==> src/rtl/uart_array_receiver.sv <==
// Receives eight consecutive 8N1 UART frames into a 64-bit array; byte k lands at [8k+7:8k].
// Define UART_RX_TIMEOUT_EN to discard a partial array after timeout_bits idle bit periods.
`timescale 1ns/1ps
module uart_array_receiver #(
  parameter int unsigned clks_per_bit = 868,
  parameter int unsigned timeout_bits = 16
) (
  input  logic        clk,
  input  logic        rst,
  input  logic        uart_rx,
  output logic [63:0] input_array,
  output logic        bytes_are_received,
  output logic        receive_active,
  output logic        framing_error
);

`ifdef UART_RX_TIMEOUT_EN
  localparam bit TIMEOUT_EN = 1'b1;
`else
  localparam bit TIMEOUT_EN = 1'b0;
`endif

  localparam logic [24:0] HALF_LAST    = 25'((clks_per_bit - 1) / 2);
  localparam logic [24:0] BIT_LAST     = 25'(clks_per_bit - 1);
  localparam logic [31:0] TIMEOUT_LAST = 32'(timeout_bits * clks_per_bit - 1);

  typedef enum logic [2:0] {
    S_IDLE,
    S_START,
    S_DATA,
    S_STOP,
    S_DONE
  } state_e;

  state_e      state_q;
  logic        rx_meta_q;
  logic        rx_s_q;
  logic [24:0] cnt_q;
  logic [2:0]  byte_idx_q;
  logic [2:0]  bit_idx_q;
  logic [31:0] idle_cnt_q;
  logic [63:0] shadow_q;
  logic [63:0] array_q;
  logic        done_q;
  logic        active_q;
  logic        ferr_q;

  assign input_array        = array_q;
  assign bytes_are_received = done_q;
  assign receive_active     = active_q;
  assign framing_error      = ferr_q;

  always_ff @(posedge clk) begin
    if (rst) begin
      rx_meta_q <= 1'b1;
      rx_s_q    <= 1'b1;
    end else begin
      rx_meta_q <= uart_rx;
      rx_s_q    <= rx_meta_q;
    end
  end

  always_ff @(posedge clk) begin
    if (rst) begin
      state_q    <= S_IDLE;
      cnt_q      <= '0;
      byte_idx_q <= '0;
      bit_idx_q  <= '0;
      idle_cnt_q <= '0;
      shadow_q   <= '0;
      array_q    <= '0;
      done_q     <= 1'b0;
      active_q   <= 1'b0;
      ferr_q     <= 1'b0;
    end else begin
      done_q <= 1'b0;
      ferr_q <= 1'b0;
      case (state_q)
        S_IDLE: begin
          cnt_q     <= '0;
          bit_idx_q <= '0;
          if (!rx_s_q) begin
            state_q    <= S_START;
            idle_cnt_q <= '0;
          end else if (TIMEOUT_EN && (byte_idx_q != '0)) begin
            // A line left idle mid-array abandons the partial array silently.
            if (idle_cnt_q == TIMEOUT_LAST) begin
              byte_idx_q <= '0;
              shadow_q   <= '0;
              active_q   <= 1'b0;
              idle_cnt_q <= '0;
            end else begin
              idle_cnt_q <= idle_cnt_q + 32'd1;
            end
          end else begin
            idle_cnt_q <= '0;
          end
        end

        S_START: begin
          if (cnt_q == HALF_LAST) begin
            cnt_q <= '0;
            if (!rx_s_q) begin
              state_q <= S_DATA;
              if (byte_idx_q == '0) begin
                active_q <= 1'b1;
              end
            end else begin
              state_q <= S_IDLE;
            end
          end else begin
            cnt_q <= cnt_q + 25'd1;
          end
        end

        S_DATA: begin
          if (cnt_q == BIT_LAST) begin
            cnt_q                            <= '0;
            shadow_q[{byte_idx_q, bit_idx_q}] <= rx_s_q;
            if (bit_idx_q == 3'd7) begin
              bit_idx_q <= '0;
              state_q   <= S_STOP;
            end else begin
              bit_idx_q <= bit_idx_q + 3'd1;
            end
          end else begin
            cnt_q <= cnt_q + 25'd1;
          end
        end

        S_STOP: begin
          // Sampling mid-stop and returning to IDLE leaves half a bit to catch the next start edge.
          if (cnt_q == BIT_LAST) begin
            cnt_q <= '0;
            if (rx_s_q) begin
              if (byte_idx_q == 3'd7) begin
                state_q <= S_DONE;
              end else begin
                byte_idx_q <= byte_idx_q + 3'd1;
                state_q    <= S_IDLE;
              end
            end else begin
              ferr_q  <= 1'b1;
              state_q <= S_IDLE;
            end
          end else begin
            cnt_q <= cnt_q + 25'd1;
          end
        end

        S_DONE: begin
          array_q    <= shadow_q;
          done_q     <= 1'b1;
          active_q   <= 1'b0;
          byte_idx_q <= '0;
          state_q    <= S_IDLE;
        end

        default: state_q <= S_IDLE;
      endcase
    end
  end

endmodule

==> config.mk <==
export PLATFORM = sky130hd
export DESIGN_NAME = uart_array_receiver
export DESIGN_NICKNAME = d
export VERILOG_FILES = /design/src/rtl/uart_array_receiver.sv
export SDC_FILE = /design/constraint.sdc
export NUM_CORES = 1
export LEC_CHECK = 0
export ABC_AREA = 1
export CAP_MARGIN = 20
export CORE_ASPECT_RATIO = 1.25
export CORE_UTILIZATION = 25
export CTS_CLUSTER_SIZE = 8
export DETAILED_ROUTE_END_ITERATION = 6
export GPL_TIMING_DRIVEN = 0
export SLEW_MARGIN = 20
export SYNTH_ARGS = -nofsm -noshare
export SYNTH_HDL_FRONTEND = slang
export SYNTH_SLANG_ARGS = --single-unit
==> constraint.sdc <==
create_clock -name clk -period 2.1 [get_ports clk]
set_clock_uncertainty 0.2 [all_clocks]
set_input_delay 0.63 -clock clk [delete_from_list [all_inputs] [get_ports clk]]
set_output_delay 0.63 -clock clk [all_outputs]
set_load 0.02 [all_outputs]
==> impl_metrics.py, run 1 <==
metrics = {
    "run_status": {
        "status": "finished with violations",
        "violations": "DRC",
    },
    "cells_and_area": {
        "nets": 1144,
        "antennaDiodeCount": 0,
        "layout-drive-gt1-share": 0.111,
        "postLayoutCoreUtil": 0.321,
        "num-fill-cells": 3207,
        "area_growth_syn_to_layout_pct": 25.3,
    },
    "drt": {
        "drt-total-wl_mm": 22.2,
        "drc_errors": 6,
        "antenna_left": 0,
        "viasPerCell": 4.70,
        "drt_pass1_iterations": 7,
        "vias": 7250,
        "drt_iter0_markers": 513,
        "wire_per_inst_um": 14.4,
    },
    "synthesis": {
        "synth_compound_gate_area_share": 0.117,
        "synth-simple-area-share": 0.331,
        "synth_top_family_by_area": "simple AND/OR/NAND/NOR gates",
        "muxShareOfSynthArea": 0,
        "async_flop_share": 0,
        "synth_fa_ha_area_frac": 0.0116,
        "ys_types": 33,
        "ys_seq_elements": 167,
        "synthXorXnorAreaFrac": 0.0104,
        "yosys_most_used_dff": "dfxtp_1",
        "syn-cell-area_um2": 7550,
        "synth-edff-count": 0,
        "syn_inst": 1044,
        "synth_fp_nets": 1054,
        "synth_warnings": 0,
        "yosysSeqAreaShare": 0.443,
        "avgSynthCellArea_um2": 7.24,
    },
    "sta": {
        "fin_crit_ps": 2010,
        "fin_crit_sh": 0.957,
        "setup_viol": 0,
        "slew_viol_final": 0,
        "worst_pin_slew_ps": 549,
        "clock.fmax_ghz": 0.498,
        "rsz0062_at_grt": "yes",
        "max_slew_margin": 0.634,
        "hold_viol_final": 0,
    },
    "worst_setup_path": {
        "cp_slowest_stage_delay_ps": 400,
        "critPathKind": "reg -> out",
        "critPathTopFamily": "flip-flops",
        "worstRegToRegCells": 6,
        "worstPathMaxFanout": 2,
        "crit_chain": "dlygate4sd2_1",
        "r2r_setup_slack_ps": 100,
        "reg2reg_from": "bit_idx_q[0]",
        "r2r-end": "shadow_q[61]",
        "crit_path_top_delay_cell": "dfxtp_1",
        "worst_setup_path_end_kind": "primary output",
        "path_buf_inv": 1,
        "arrival_ps": 1180,
        "required_ps": 1270,
        "startpoint_type": "flop",
    },
    "global_routing": {
        "grt_max_degree": 17,
        "grt.total_usage": 0.146,
        "grt_pass1_vias": 6845,
        "grt_antenna_before_repair": 0,
        "grt_pass1_wl_mm": 35.4,
        "grt-ovfl-total": 0,
    },
    "power_and_ir_drop": {
        "p_leak_nw": 4.00,
        "p_total_mw": 7.94,
        "ir_drop_mv": 0.504,
        "p_int_mw": 5.58,
        "combinationalPowerShare": 0.147,
        "seqPwrFrac": 0.422,
        "switching_share": 0.297,
        "cellPowerDensity_nw_per_um2": 838,
        "clockPowerShare": 0.431,
        "switchingPower_mw": 2.36,
    },
    "placed_design": {
        "dp_hpwl_mm": 15.7,
        "port_buffers": 68,
        "gp_congestion": 0.864,
    },
    "clocking": {
        "clk_path_buf_depth": 2,
        "insertion_delay_ps": 430,
        "cts_buffers": 17,
        "cts_tree": "yes",
        "cts_root_buf": "clkbuf_16",
        "clk_pin_slew_ps": 70,
        "cts_sinks": 167,
        "h-tree-depth": 4,
        "holdBufCountCts": 0,
    },
    "min_path": {
        "hp-class": "reg -> reg",
        "min_from": "rx_meta_q",
        "min_to": "rx_s_q",
        "whs_path_depth": 1,
    },
    "floorplan": {
        "core_area_um2": 29500,
        "row_count": 70,
        "die_h_um": 196,
        "die_w_um": 157,
        "initial_core_util": 0.256,
        "io_pins": 70,
        "dieArea_um2": 30900,
    },
    "run": {
        "cap_violations": 0,
    },
}
==> flip-flops by register name, indices dropped and copies added (netlist names) <==
register            flops
input_array            64
shadow_q               64
cnt_q                  25
bit_idx_q               3
byte_idx_q              3
state_q                 3
bytes_are_received      1
framing_error           1
receive_active          1
rx_meta_q               1
rx_s_q                  1
==> layout make-up <==
type / instances / area, µm² / area share
Clock inverter: 13 / 191 / 0.0202
Multi-Input combinational cell: 738 / 3660 / 0.386
Clock buffer: 19 / 453 / 0.0478
Buffer: 73 / 435 / 0.0460
Timing Repair Buffer: 71 / 619 / 0.0654
Inverter: 66 / 260 / 0.0275
Sequential cell: 167 / 3350 / 0.354
Tap cell: 396 / 495 / 0.0523
==> power groups by stage <==
stage | sequential, mW | clock (mW) | combinational, mW
floorplan | 3.37 | 0 | 0.694
global placement | 3.38 | 0 | 1.04
detailed placement | 3.39 | 0 | 1.05
CTS | 3.32 | 3.48 | 1.08
global route | 3.36 | 3.63 | 1.26
finish | 3.35 | 3.42 | 1.16
==> how the worst max path moves through the flow <==
stage	start	end	slack (ps)	cells after the start
floorplan	rst	input_array[62]	260	6
global placement	rst	state_q[2]	-550	6
detailed placement	rst	state_q[2]	-510	6
CTS	bit_idx_q[0]	shadow_q[7]	-190	6
global route	cnt_q[1]	cnt_q[7]	-30	11
finish	receive_active	receive_active	90	1
==> logic make-up after synthesis <==
kind of cell,Yosys count
flops,167
fa+ha+maj,7
xor+xnor,9
compound gates,175
simple gates,547
buf+inv,139
==> cell usage in the layout (no fill, tap or decap), types with 21 or more instances in the layout <==
master	Yosys	layout
clkbuf_1	32	21
inv_1	58	58
dlygate4sd2_1	0	67
dfxtp_1	167	159
nand3_1	89	89
nor2_1	46	33
nand2_1	305	304
a21oi_1	88	88
o21ai_1	24	28
o21ai_0	58	54
nand4_1	75	75
==> metal layers <==
| metal | global-route usage | vias up | part of all wire |
|---|---|---|---|
| met1 | 0.175 | 3378 | 0.43 |
| met2 | 0.255 | 171 | 0.51 |
| li1 | - | 3672 | - |
| met5 | 0 | - | 0 |
| met3 | 0.0286 | 29 | 0.042 |
| met4 | 0.0568 | 0 | 0.021 |
==> through the flow <==
stage | std cells | cell area [µm²] | setup slack (ps) | setup TNS (ps) | hold slack (ps)
finish | 1543 | 9470 | 91.0 | 0 | 233
global route | 1543 | 9470 | -32.3 | -65.6 | 259
CTS | 1541 | 9340 | -193 | -2650 | 242
detailed placement | 1508 | 8730 | -512 | -31360 | 209
global placement | 1508 | 8730 | -554 | -28800 | 197
floorplan | 1044 | 7550 | 258 | 0 | 189
==> worst reg2reg max path: stages (launching register included) <==
cell,delay [ps]
dfxtp_2,480
inv_1,250
nor2_4,290
clkbuf_4,310
nand2_1,80
o21ai_0,170
a21oi_1,90
==> Yosys cell counts (all sizes together) (4+ instances only) <==
master	number	area, µm²
o21ai	82	410
nand3b	4	30.0
nor3	20	189
clkbuf	32	120
nor2	50	198
inv	65	254
ha	7	87.6
nand4	75	469
xor2	7	61.3
a21oi	88	440
dfxtp	167	3340
nand3	89	445
nand2	305	1140
buf	41	278
==> timing repair <==
action,in CTS,in global routing
endpoints found under the setup margin,203,117
gates cloned,0,0
pin swaps,1,2
buffers inserted,1,2
gates resized for setup,85,50
No activity file was read; power rests on OpenSTA's default activity.
==> inputs of run 2 (changes only) <==
Settings changed: ABC_AREA 1 to default, GPL_TIMING_DRIVEN 0 to default.
==> run 2 against run 1 <==
  * The run ends with DRC, setup timing left
  * Synthesized cell count fell by 19%
  * Largest cell class unchanged
  * Count of clock-buffer cells in the layout rose by 2
  * Global-route usage fell by 1.8 points
  * Final cell count fell by 15%
  * First-iteration DRC count fell by 30%
  * Non-clock buffer count rose by 10
  * Clock power fell by 6.7%
  * Combinational power fell by 87%
  * Fmax fell by 17%
  * Sequential share of layout area fell by 0.49 points
  * Via count fell by 15%
  * Cell area rose by 1.4%
==> impl_metrics.py, run 2 <==
metrics = {
    "cells_and_area": {
        "layout-drive-gt1-share": 0.223,
        "layout_common_cells": "172 x nand2_1, 162 x dfxtp_1, 83 x a21oi_1, 82 x nor2_1, 70 x buf_4",
        "seq_area_um2": 3350,
        "antennaDiodeCount": 0,
        "multi_input_area_um2": 3810,
        "nets": 966,
        "final_common_cell": "nand2_1",
        "num-fill-cells": 2884,
        "area_growth_syn_to_layout_pct": 35.8,
        "postLayoutCoreUtil": 0.346,
    },
    "worst_setup_path": {
        "r2r_setup_slack_ps": -310,
        "r2r-end": "shadow_q[21]",
        "worst-path-stages": 8,
        "worstPathMaxFanout": 15,
        "cp_slowest_stage_delay_ps": 550,
        "arrival_ps": 2510,
        "reg2reg_from": "cnt_q[12]",
        "crit_path_top_delay_cell": "or4_4",
        "worstRegToRegCells": 8,
        "worst_setup_path_end_kind": "flop",
        "path_buf_inv": 2,
        "required_ps": 2200,
        "critPathTopFamily": "simple AND/OR/NAND/NOR gates",
        "crit_chain": "or4_4 -> nor4_4 -> buf_4 -> nand4_4 -> buf_8 -> nor3_2 -> mux2i_1 -> nor2_1",
        "critPathKind": "reg -> reg",
        "startpoint_type": "flop",
    },
    "drt": {
        "drt-total-wl_mm": 18.0,
        "drt_pass1_iterations": 7,
        "antenna_left": 0,
        "viasPerCell": 4.65,
        "vias": 6136,
        "drt_iter0_markers": 358,
        "wire_per_inst_um": 13.6,
        "drc_errors": 8,
    },
    "synthesis": {
        "yosys_most_used_dff": "dfxtp_1",
        "ys_seq_elements": 167,
        "synth_compound_gate_area_share": 0.123,
        "synth_fa_ha_area_frac": 0.0124,
        "synth_warnings": 0,
        "muxShareOfSynthArea": 0.0740,
        "synth_top_family_by_area": "simple AND/OR/NAND/NOR gates",
        "syn_inst": 846,
        "netlist_top_cells_count": "174 x nand2_1, 167 x dfxtp_1, 92 x a21oi_1",
        "synth_top_cell_by_area": "dfxtp_1",
        "synth-simple-area-share": 0.271,
        "avgSynthCellArea_um2": 8.35,
        "yosys.cell_count.top_type": "nand2_1",
        "yosysSeqAreaShare": 0.473,
        "synth-edff-count": 0,
        "async_flop_share": 0,
        "synthTopCellsByArea": "dfxtp_1 47%, nand2_1 9.2%, mux2i_1 7.1%, a21oi_1 6.5%, nor2_1 4.5%",
        "syn-cell-area_um2": 7070,
        "synthXorXnorAreaFrac": 0.00496,
        "synth.top_cell.area_share": 0.473,
        "synth_fp_nets": 856,
        "ys_types": 48,
    },
    "sta": {
        "slew_viol_final": 0,
        "max_slew_margin": 0.651,
        "setup_viol": 94,
        "clock.fmax_ghz": 0.414,
        "fin_crit_sh": 1.15,
        "hold_viol_final": 0,
        "setup_slack_ps": -314,
        "rsz0062_at_grt": "yes",
        "worst_pin_slew_ps": 523,
        "fin_crit_ps": 2410,
        "tns_ps": -18660,
    },
    "floorplan": {
        "dieArea_um2": 29000,
        "die_w_um": 152,
        "initial_core_util": 0.255,
        "die_h_um": 190,
        "row_count": 68,
        "io_pins": 70,
        "core_area_um2": 27700,
    },
    "min_path": {
        "min_to": "rx_s_q",
        "hp-class": "reg -> reg",
        "min_from": "rx_meta_q",
        "whs_path_depth": 1,
    },
    "power_and_ir_drop": {
        "combinationalPowerShare": 0.023,
        "ir_drop_mv": 0.381,
        "seqPwrFrac": 0.488,
        "switching_share": 0.218,
        "clockPowerShare": 0.490,
        "switchingPower_mw": 1.42,
        "p_leak_nw": 3.52,
        "p_total_mw": 6.51,
        "p_int_mw": 5.09,
        "cellPowerDensity_nw_per_um2": 678,
    },
    "clocking": {
        "cts_tree": "yes",
        "cts_buffers": 17,
        "cts_root_buf": "clkbuf_16",
        "insertion_delay_ps": 430,
        "clk_pin_slew_ps": 70,
        "cts_sinks": 167,
        "holdBufCountCts": 0,
        "clk_path_buf_depth": 2,
        "h-tree-depth": 4,
    },
    "placed_design": {
        "dp_hpwl_mm": 12.0,
        "gp_congestion": 0.819,
        "port_buffers": 69,
    },
    "global_routing": {
        "gr-usage-met1": 0.151,
        "grt_pass1_vias": 5917,
        "grt_max_degree": 103,
        "grt-ovfl-total": 0,
        "grt_pass1_wl_mm": 30.1,
        "top_usage_layer": "met2",
        "use_met2": 0.229,
        "met3_usage": 0.0282,
        "grt.total_usage": 0.128,
        "grt_antenna_before_repair": 0,
    },
    "run": {
        "cap_violations": 0,
    },
    "run_status": {
        "status": "finished with violations",
        "violations": "DRC, setup timing",
    },
}
==> run 2: timing repair <==
item | in CTS | in global routing
setup buffers | 3 | 6
endpoints found under the setup margin | 164 | 98
gates resized for setup | 125 | 32
pin swaps | 6 | 12
gates cloned | 0 | 2
==> run 2: kinds of logic after synthesis <==
| logic type | count (synthesis) |
|---|---|
| AND/OR/NAND/NOR | 394 |
| flip-flops | 167 |
| AO/OA/AOI/OAI | 151 |
| buffers and inverters | 72 |
| multiplexers | 51 |
| adder cells (fa/ha/maj) | 7 |
| XOR/XNOR | 4 |
==> run 2: through the flow <==
| step | setup WS (ps) | instances | hold slack [ps] | cell area (µm²) |
|---|---|---|---|---|
| after global placement | -295 | 1276 | 198 | 8640 |
| after floorplan | -162 | 846 | 189 | 7160 |
| after detailed placement | -318 | 1276 | 197 | 8640 |
| final | -314 | 1319 | 226 | 9600 |
| after global routing | -437 | 1319 | 246 | 9600 |
| after CTS | -316 | 1311 | 224 | 9420 |
==> run 2: layout make-up <==
cell class	count	area share
clock buffer	21	0.0490
clock inverter	11	0.0143
inverter	8	0.00313
multi-input combinational	608	0.397
sequential	167	0.349
tap	350	0.0456
timing repair buffer	154	0.142
==> run 2: worst max-delay path by stage <==
| stage | from | end | slack, ps |
|---|---|---|---|
| after global routing | cnt_q[12] | shadow_q[21] | -440 |
| final | cnt_q[12] | shadow_q[21] | -310 |
| after CTS | cnt_q[12] | shadow_q[42] | -320 |
| after detailed placement | cnt_q[12] | shadow_q[42] | -320 |
| after global placement | cnt_q[24] | shadow_q[23] | -290 |
| after floorplan | cnt_q[12] | shadow_q[54] | -160 |
==> run 2: power by group through the flow <==
stage | registers [mW] | clock network, mW | logic (mW)
floorplan | 3.25 | 0 | 0.0833
global placement | 3.25 | 0 | 0.133
detailed placement | 3.25 | 0 | 0.134
CTS | 3.18 | 3.27 | 0.141
global route | 3.17 | 3.39 | 0.161
finish | 3.18 | 3.19 | 0.147
==> run 2: layer usage <==
metal	up-vias	wire length, µm	share of wire
met1	2906	7900	0.44
met3	19	546	0.030
li1	3135	-	-
met5	-	0	0
met2	76	9300	0.52
met4	0	248	0.014
